--- config.mk ---
export PLATFORM = sky130hd
export DESIGN_NAME = instr_fetch_unit
export DESIGN_NICKNAME = d
export VERILOG_FILES = /design/src/rtl/instr_fetch_unit_pkg.sv /design/src/rtl/instr_fetch_unit_checker.sv /design/src/rtl/instr_fetch_unit_skid_buffer.sv /design/src/rtl/instr_fetch_unit.sv
export SDC_FILE = /design/constraint.sdc
export NUM_CORES = 1
export LEC_CHECK = 0
export BUFFER_PORTS_ARGS = -buffer_cell sky130_fd_sc_hd__buf_4
export CAP_MARGIN = 5
export CORE_ASPECT_RATIO = 1.5
export CORE_UTILIZATION = 55
export CTS_CLUSTER_DIAMETER = 120
export CTS_CLUSTER_SIZE = 10
export DETAILED_ROUTE_END_ITERATION = 10
export GPL_TIMING_DRIVEN = 0
export PLACE_DENSITY_LB_ADDON = 0.25
export SYNTH_ARGS = -nofsm -noshare
export SYNTH_HDL_FRONTEND = slang
export SYNTH_SLANG_ARGS = --single-unit
--- constraint.sdc ---
create_clock -name i_clk -period 7.53 [get_ports i_clk]
set_input_delay 1.506 -clock i_clk [delete_from_list [all_inputs] [get_ports i_clk]]
set_output_delay 1.506 -clock i_clk [all_outputs]
set_load 0.1 [all_outputs]
--- src/rtl/instr_fetch_unit_pkg.sv ---
// Shared types and constants for the instruction fetch slice.
package instr_fetch_unit_pkg;

  // Canonical NOP (addi x0, x0, 0); decode injects it as a bubble.
  localparam logic [31:0] NOP_INSTR        = 32'h0000_0013;
  localparam logic [31:0] RESET_PC_DEFAULT = 32'h0000_0000;

  // One fetched instruction together with the byte PC it came from.
  typedef struct packed {
    logic [31:0] pc;
    logic [31:0] instr;
  } fetch_entry_t;

endpackage

--- src/rtl/instr_fetch_unit_checker.sv ---
// Protocol checker: memory must only acknowledge a request that is in flight.
module fetch_protocol_checker (
  input logic i_clk,
  input logic i_rst,
  input logic i_ack,
  input logic inflight
);

  // An ack with no outstanding request means the memory side misbehaved.
  ack_needs_request_a : assert property (
    @(posedge i_clk) disable iff (i_rst) i_ack |-> inflight
  );

endmodule

--- src/rtl/instr_fetch_unit_skid_buffer.sv ---
// Two-entry FIFO holding fetched instructions while decode stalls.
// Flush wins over push and pop; push and pop together keep count steady.
module fetch_skid_buffer
  import instr_fetch_unit_pkg::*;
(
  input  logic         i_clk,
  input  logic         i_rst,
  input  logic         i_push,
  input  logic         i_pop,
  input  logic         i_flush,
  input  fetch_entry_t i_data,
  output logic [1:0]   count,
  output fetch_entry_t head
);

  fetch_entry_t mem_r [2];
  logic         wr_ptr_r;
  logic         rd_ptr_r;
  logic [1:0]   count_r;

  // Entry storage; data needs no reset because count gates its use.
  always_ff @(posedge i_clk) begin
    if (i_push && !i_flush && !i_rst) begin
      mem_r[wr_ptr_r] <= i_data;
    end
  end

  // Pointer and occupancy tracking with reset and flush clearing them.
  always_ff @(posedge i_clk) begin
    if (i_rst || i_flush) begin
      wr_ptr_r <= 1'b0;
      rd_ptr_r <= 1'b0;
      count_r  <= 2'd0;
    end else begin
      if (i_push) begin
        wr_ptr_r <= ~wr_ptr_r;
      end
      if (i_pop) begin
        rd_ptr_r <= ~rd_ptr_r;
      end
      case ({i_push, i_pop})
        2'b10:   count_r <= count_r + 2'd1;
        2'b01:   count_r <= count_r - 2'd1;
        default: count_r <= count_r;
      endcase
    end
  end

  assign count = count_r;
  assign head  = mem_r[rd_ptr_r];

endmodule

--- src/rtl/instr_fetch_unit.sv ---
// Instruction fetch: owns the PC, issues one word fetch per cycle to a
// 1-cycle-latency memory, and buffers responses for decode.
module instr_fetch_unit
  import instr_fetch_unit_pkg::*;
#(
  parameter int          MEMORY_DEPTH = 8192,
  parameter logic [31:0] RESET_PC     = RESET_PC_DEFAULT,
  localparam int         ADDR_W       = $clog2(MEMORY_DEPTH)
) (
  input  logic              i_clk,
  input  logic              i_rst,
  output logic [ADDR_W-1:0] o_addr,
  output logic              o_stb,
  input  logic              i_ack,
  input  logic [31:0]       i_instr,
  output logic              o_valid,
  output logic [31:0]       o_instr,
  output logic [31:0]       o_pc,
  input  logic              i_stall,
  input  logic              i_change_pc,
  input  logic [31:0]       i_new_pc
);

  logic [31:0]  pc_r;
  logic [31:0]  fetch_pc_r;
  logic         inflight_r;
  logic [1:0]   count_s;
  fetch_entry_t head_s;
  fetch_entry_t push_data_s;
  logic         pop_s;
  logic         push_s;
  logic [2:0]   occupancy_s;

  assign o_valid     = (count_s != 2'd0);
  assign pop_s       = o_valid & ~i_stall;
  // Acks are only meaningful for a request we actually issued; a redirect
  // drops whatever arrives in its cycle.
  assign push_s      = i_ack & inflight_r & ~i_change_pc;
  assign push_data_s = '{pc: fetch_pc_r, instr: i_instr};
  // Slots that will be spoken for after this cycle; pop never exceeds count.
  assign occupancy_s = {1'b0, count_s} + {2'b00, inflight_r} - {2'b00, pop_s};

  // Issue a fetch only when the response is guaranteed a buffer slot.
  always_comb begin
    o_stb = 1'b0;
    if (!i_rst && !i_change_pc && (occupancy_s < 3'd2)) begin
      o_stb = 1'b1;
    end else begin
      o_stb = 1'b0;
    end
  end

  // PC sequencing and in-flight tracking; redirect overrides issue.
  always_ff @(posedge i_clk) begin
    if (i_rst) begin
      pc_r       <= RESET_PC;
      fetch_pc_r <= RESET_PC;
      inflight_r <= 1'b0;
    end else if (i_change_pc) begin
      pc_r       <= i_new_pc & ~32'h0000_0003;
      inflight_r <= 1'b0;
    end else if (o_stb) begin
      fetch_pc_r <= pc_r;
      pc_r       <= pc_r + 32'd4;
      inflight_r <= 1'b1;
    end else begin
      inflight_r <= 1'b0;
    end
  end

  assign o_addr  = pc_r[ADDR_W+1:2];
  assign o_instr = head_s.instr;
  assign o_pc    = head_s.pc;

  fetch_skid_buffer u_skid (
    .i_clk   (i_clk),
    .i_rst   (i_rst),
    .i_push  (push_s),
    .i_pop   (pop_s),
    .i_flush (i_change_pc),
    .i_data  (push_data_s),
    .count   (count_s),
    .head    (head_s)
  );

  fetch_protocol_checker u_checker (
    .i_clk    (i_clk),
    .i_rst    (i_rst),
    .i_ack    (i_ack),
    .inflight (inflight_r)
  );

endmodule

==> results.cfg <==
[run_status]
status = completed

[synth]
ys_async_sr_fraction = 0
synth-compound-area-share = 0.05879
synthFlopType = edfxtp_1
synth_edf_count = 124
synthesis.area_mm2 = 0.007726
yosys_warnings = 0
yosysSeqAreaShare = 0.6530
synth_xor_area_frac = 0.02591
netlist_instances = 599
synth_seq_cells = 190
synthAdderAreaFrac = 0.007449
synth.distinct_cells = 50
synth_top_family_by_area = simple AND/OR/NAND/NOR gates
postSynthAreaPerCell_um2 = 12.90
synth_mux_area_frac = 0.09328
synthSimpleGateAreaFrac = 0.1205

[route]
vias = 5283
wl_per_cell_um = 17.76
firstDrtPassIters = 5
drtAntennaViolNets = 0
drt_iter0_drc = 226
vias_per_cell = 5.573
drc = 0
routed_wl_um = 16830

[setup_path]
cp_cell_sequence = buf_4 -> nor2b_1 -> ha_1 -> nand2b_1 -> fa_1 -> xnor2_2 -> nand3_1 -> inv_2 -> clkbuf_1 -> buf_4
crit_family = buffers and inverters
crit_path_top_delay_cell = fa_1
path_class = primary input to output port
start_kind = primary input
crit_top_cell = buf_4
endpoint_kind = output port
cp_num_buf_inv = 4
crit_arrival_ns = 4.20
crit_fanout = 10
cp.required_ns = 6.02
max_stage_delay_ns = 0.40

[placed_design]
routabilityCongestion = 0.9517
place_hpwl_um = 12570
port_buffers = 142
place_inst = 916

[sta]
slew_violations = 0
hold_violations = 0
relSlewSlack = 0.5390
fin_tns_setup_ns = 0
fmax_mhz = 175.2
rsz0062_at_grt = no
finClkSkew_ns = 0.01364
setup_violations = 0
min_period_over_period = 0.7579
worst_pin_slew_ns = 0.6863
period_needed_ns = 5.707
whs_ns = 0.4538

[hold_path]
hold_path.class = flop to flop

[clock_tree]
cts_tree = built
clk_latency_ns = 0.44
hold_buffers = 0
cts_resized = 0
cts_buffer_depth = 2
path_clk_slew_ns = 0.07
cts-root-buf = clkbuf_16
h-tree-depth = 4
cts.sinks = 190
cts_inserted_buffers = 17
post_cts.repair.setup_buffers = 0

[final_layout]
final_cells = 948
synthToLayoutAreaGrowth_pct = 26.04
nNetsFinal = 846
final_cell_mix = 157 x buf_4, 124 x edfxtp_1, 90 x nand2_1, 66 x dfxtp_1, 64 x mux2_2
antenna_cells = 0
final_common_cell = buf_4
fillers = 981
drive_gt1_frac = 0.3677

[grt]
overflow = 0
grt_pass1_wl_um = 27000
grt_antenna_before_repair = 0
grt_max_degree = 20
grt_pass1_vias = 5430
grt_usage = 0.2438

[die]
dieArea_mm2 = 0.01454
num_rows = 52
initial_core_util = 0.5682
die_w_um = 98.78
top_level_ports = 148
core_mm2 = 0.01360
die_h_um = 147.2

[power_and_ir_drop]
ir_worst_vdd_uv = 144.8
p_leak_nw = 3.664
power.density_mw_per_mm2 = 228.0

[job]
max_cap_viol_count = 0
==> synthesized netlist by cell type (4+ instances only) <==
| cell type | instances | share of area |
|---|---|---|
| a21oi_1 | 42 | 0.027 |
| nand2_1 | 90 | 0.044 |
| xnor2_1 | 15 | 0.017 |
| inv_1 | 7 | 0.0034 |
| nand4_1 | 16 | 0.013 |
| a31oi_1 | 7 | 0.0057 |
| and3_1 | 6 | 0.0049 |
| clkbuf_8 | 4 | 0.0071 |
| a211oi_1 | 10 | 0.0097 |
| nor4_1 | 8 | 0.0065 |
| o22ai_1 | 4 | 0.0032 |
| edfxtp_1 | 124 | 0.48 |
| buf_4 | 15 | 0.015 |
| nor2_1 | 21 | 0.010 |
| dfxtp_1 | 66 | 0.17 |
| clkbuf_1 | 23 | 0.011 |
| nand3_1 | 19 | 0.012 |
| and2_1 | 5 | 0.0040 |
| mux2_2 | 64 | 0.093 |
| xor2_1 | 6 | 0.0068 |
==> worst reg2reg max path: stages (launching register included) <==
cell      delay [ns]
dfxtp_1         0.47
or2_2           0.17
nor2b_1         0.29
ha_1            0.29
nand2b_1        0.16
fa_1            0.40
xnor2_2         0.33
nand4_1         0.38
nor4_1          0.49
xnor2_1         0.11
a211oi_1        0.24
==> cell families (layout without fill, tap and decap cells) <==
kind of cell / count (synthesis) / in the layout
buffers and inverters: 54 / 240
adders and majority gates: 4 / 4
and+or+nand+nor: 189 / 189
xor gates and xnor gates: 22 / 22
AOI/OAI and AO/OA: 75 / 75
DFF: 190 / 190
other: 1 / 2
muxes: 64 / 64
==> layer usage <==
metal  vias to the layer above  global-route usage  part of all wire
li1                       2525                   -                 -
met1                      2546              0.2759              0.39
met2                       172              0.4346              0.53
met3                        40             0.05471             0.050
met4                         0              0.1112             0.031
met5                         -                   0                 0
==> report_power, final <==
| part | internal (mW) | switching, mW | leakage [nW] |
|---|---|---|---|
| Clock | 0.474 | 0.418 | 0.293 |
| Combinational | 0.0636 | 0.118 | 1.63 |
| Sequential | 1.12 | 0.0219 | 1.74 |
| Total | 1.66 | 0.559 | 3.66 |
==> registers in the layout, indices dropped and copies added, names as in the netlist, named ones only <==
name / flops
inflight_r: 1
u_skid.rd_ptr_r: 1
u_skid.mem_r: 124
fetch_pc_r: 30
u_skid.wr_ptr_r: 1
pc_r: 30
u_skid.count: 2
==> stage by stage <==
step                worst slack, ns  utilization  power [mW]  instance area, um^2
finish                        1.823       0.7161       2.220                 9738
floorplan                    0.8053            -       1.285                 7730
global placement             -1.361       0.6618       1.346                 8999
global route                  1.702       0.7161       2.290                 9738
CTS                           1.844       0.7161       2.236                 9738
detailed placement            1.849       0.6730       1.351                 9151
==> layout make-up <==
cell class | count | area (um^2) | share of cell area
flip-flops and latches | 190 | 5045 | 0.5181
inverters | 8 | 30.03 | 0.003084
clock buffers | 17 | 425.4 | 0.04368
plain buffers | 46 | 284.0 | 0.02917
well taps | 162 | 202.7 | 0.02081
clock inverters | 15 | 161.4 | 0.01657
multi-input cells | 356 | 2381 | 0.2445
repair buffers | 154 | 1209 | 0.1241
==> worst paths after layout <==
kind / slack [ns] / cells past startpoint / endpoint / start
setup reg to reg: 4.10 / 10 / pc_r[23] / u_skid.count[1]
setup / recovery: 1.82 / 10 / o_stb / i_stall
hold / removal: 0.45 / 0 / u_skid.mem_r[0][46] / fetch_pc_r[14]
hold reg to reg: 0.45 / 0 / u_skid.mem_r[0][46] / fetch_pc_r[14]
(Power assumes the default switching activity.)
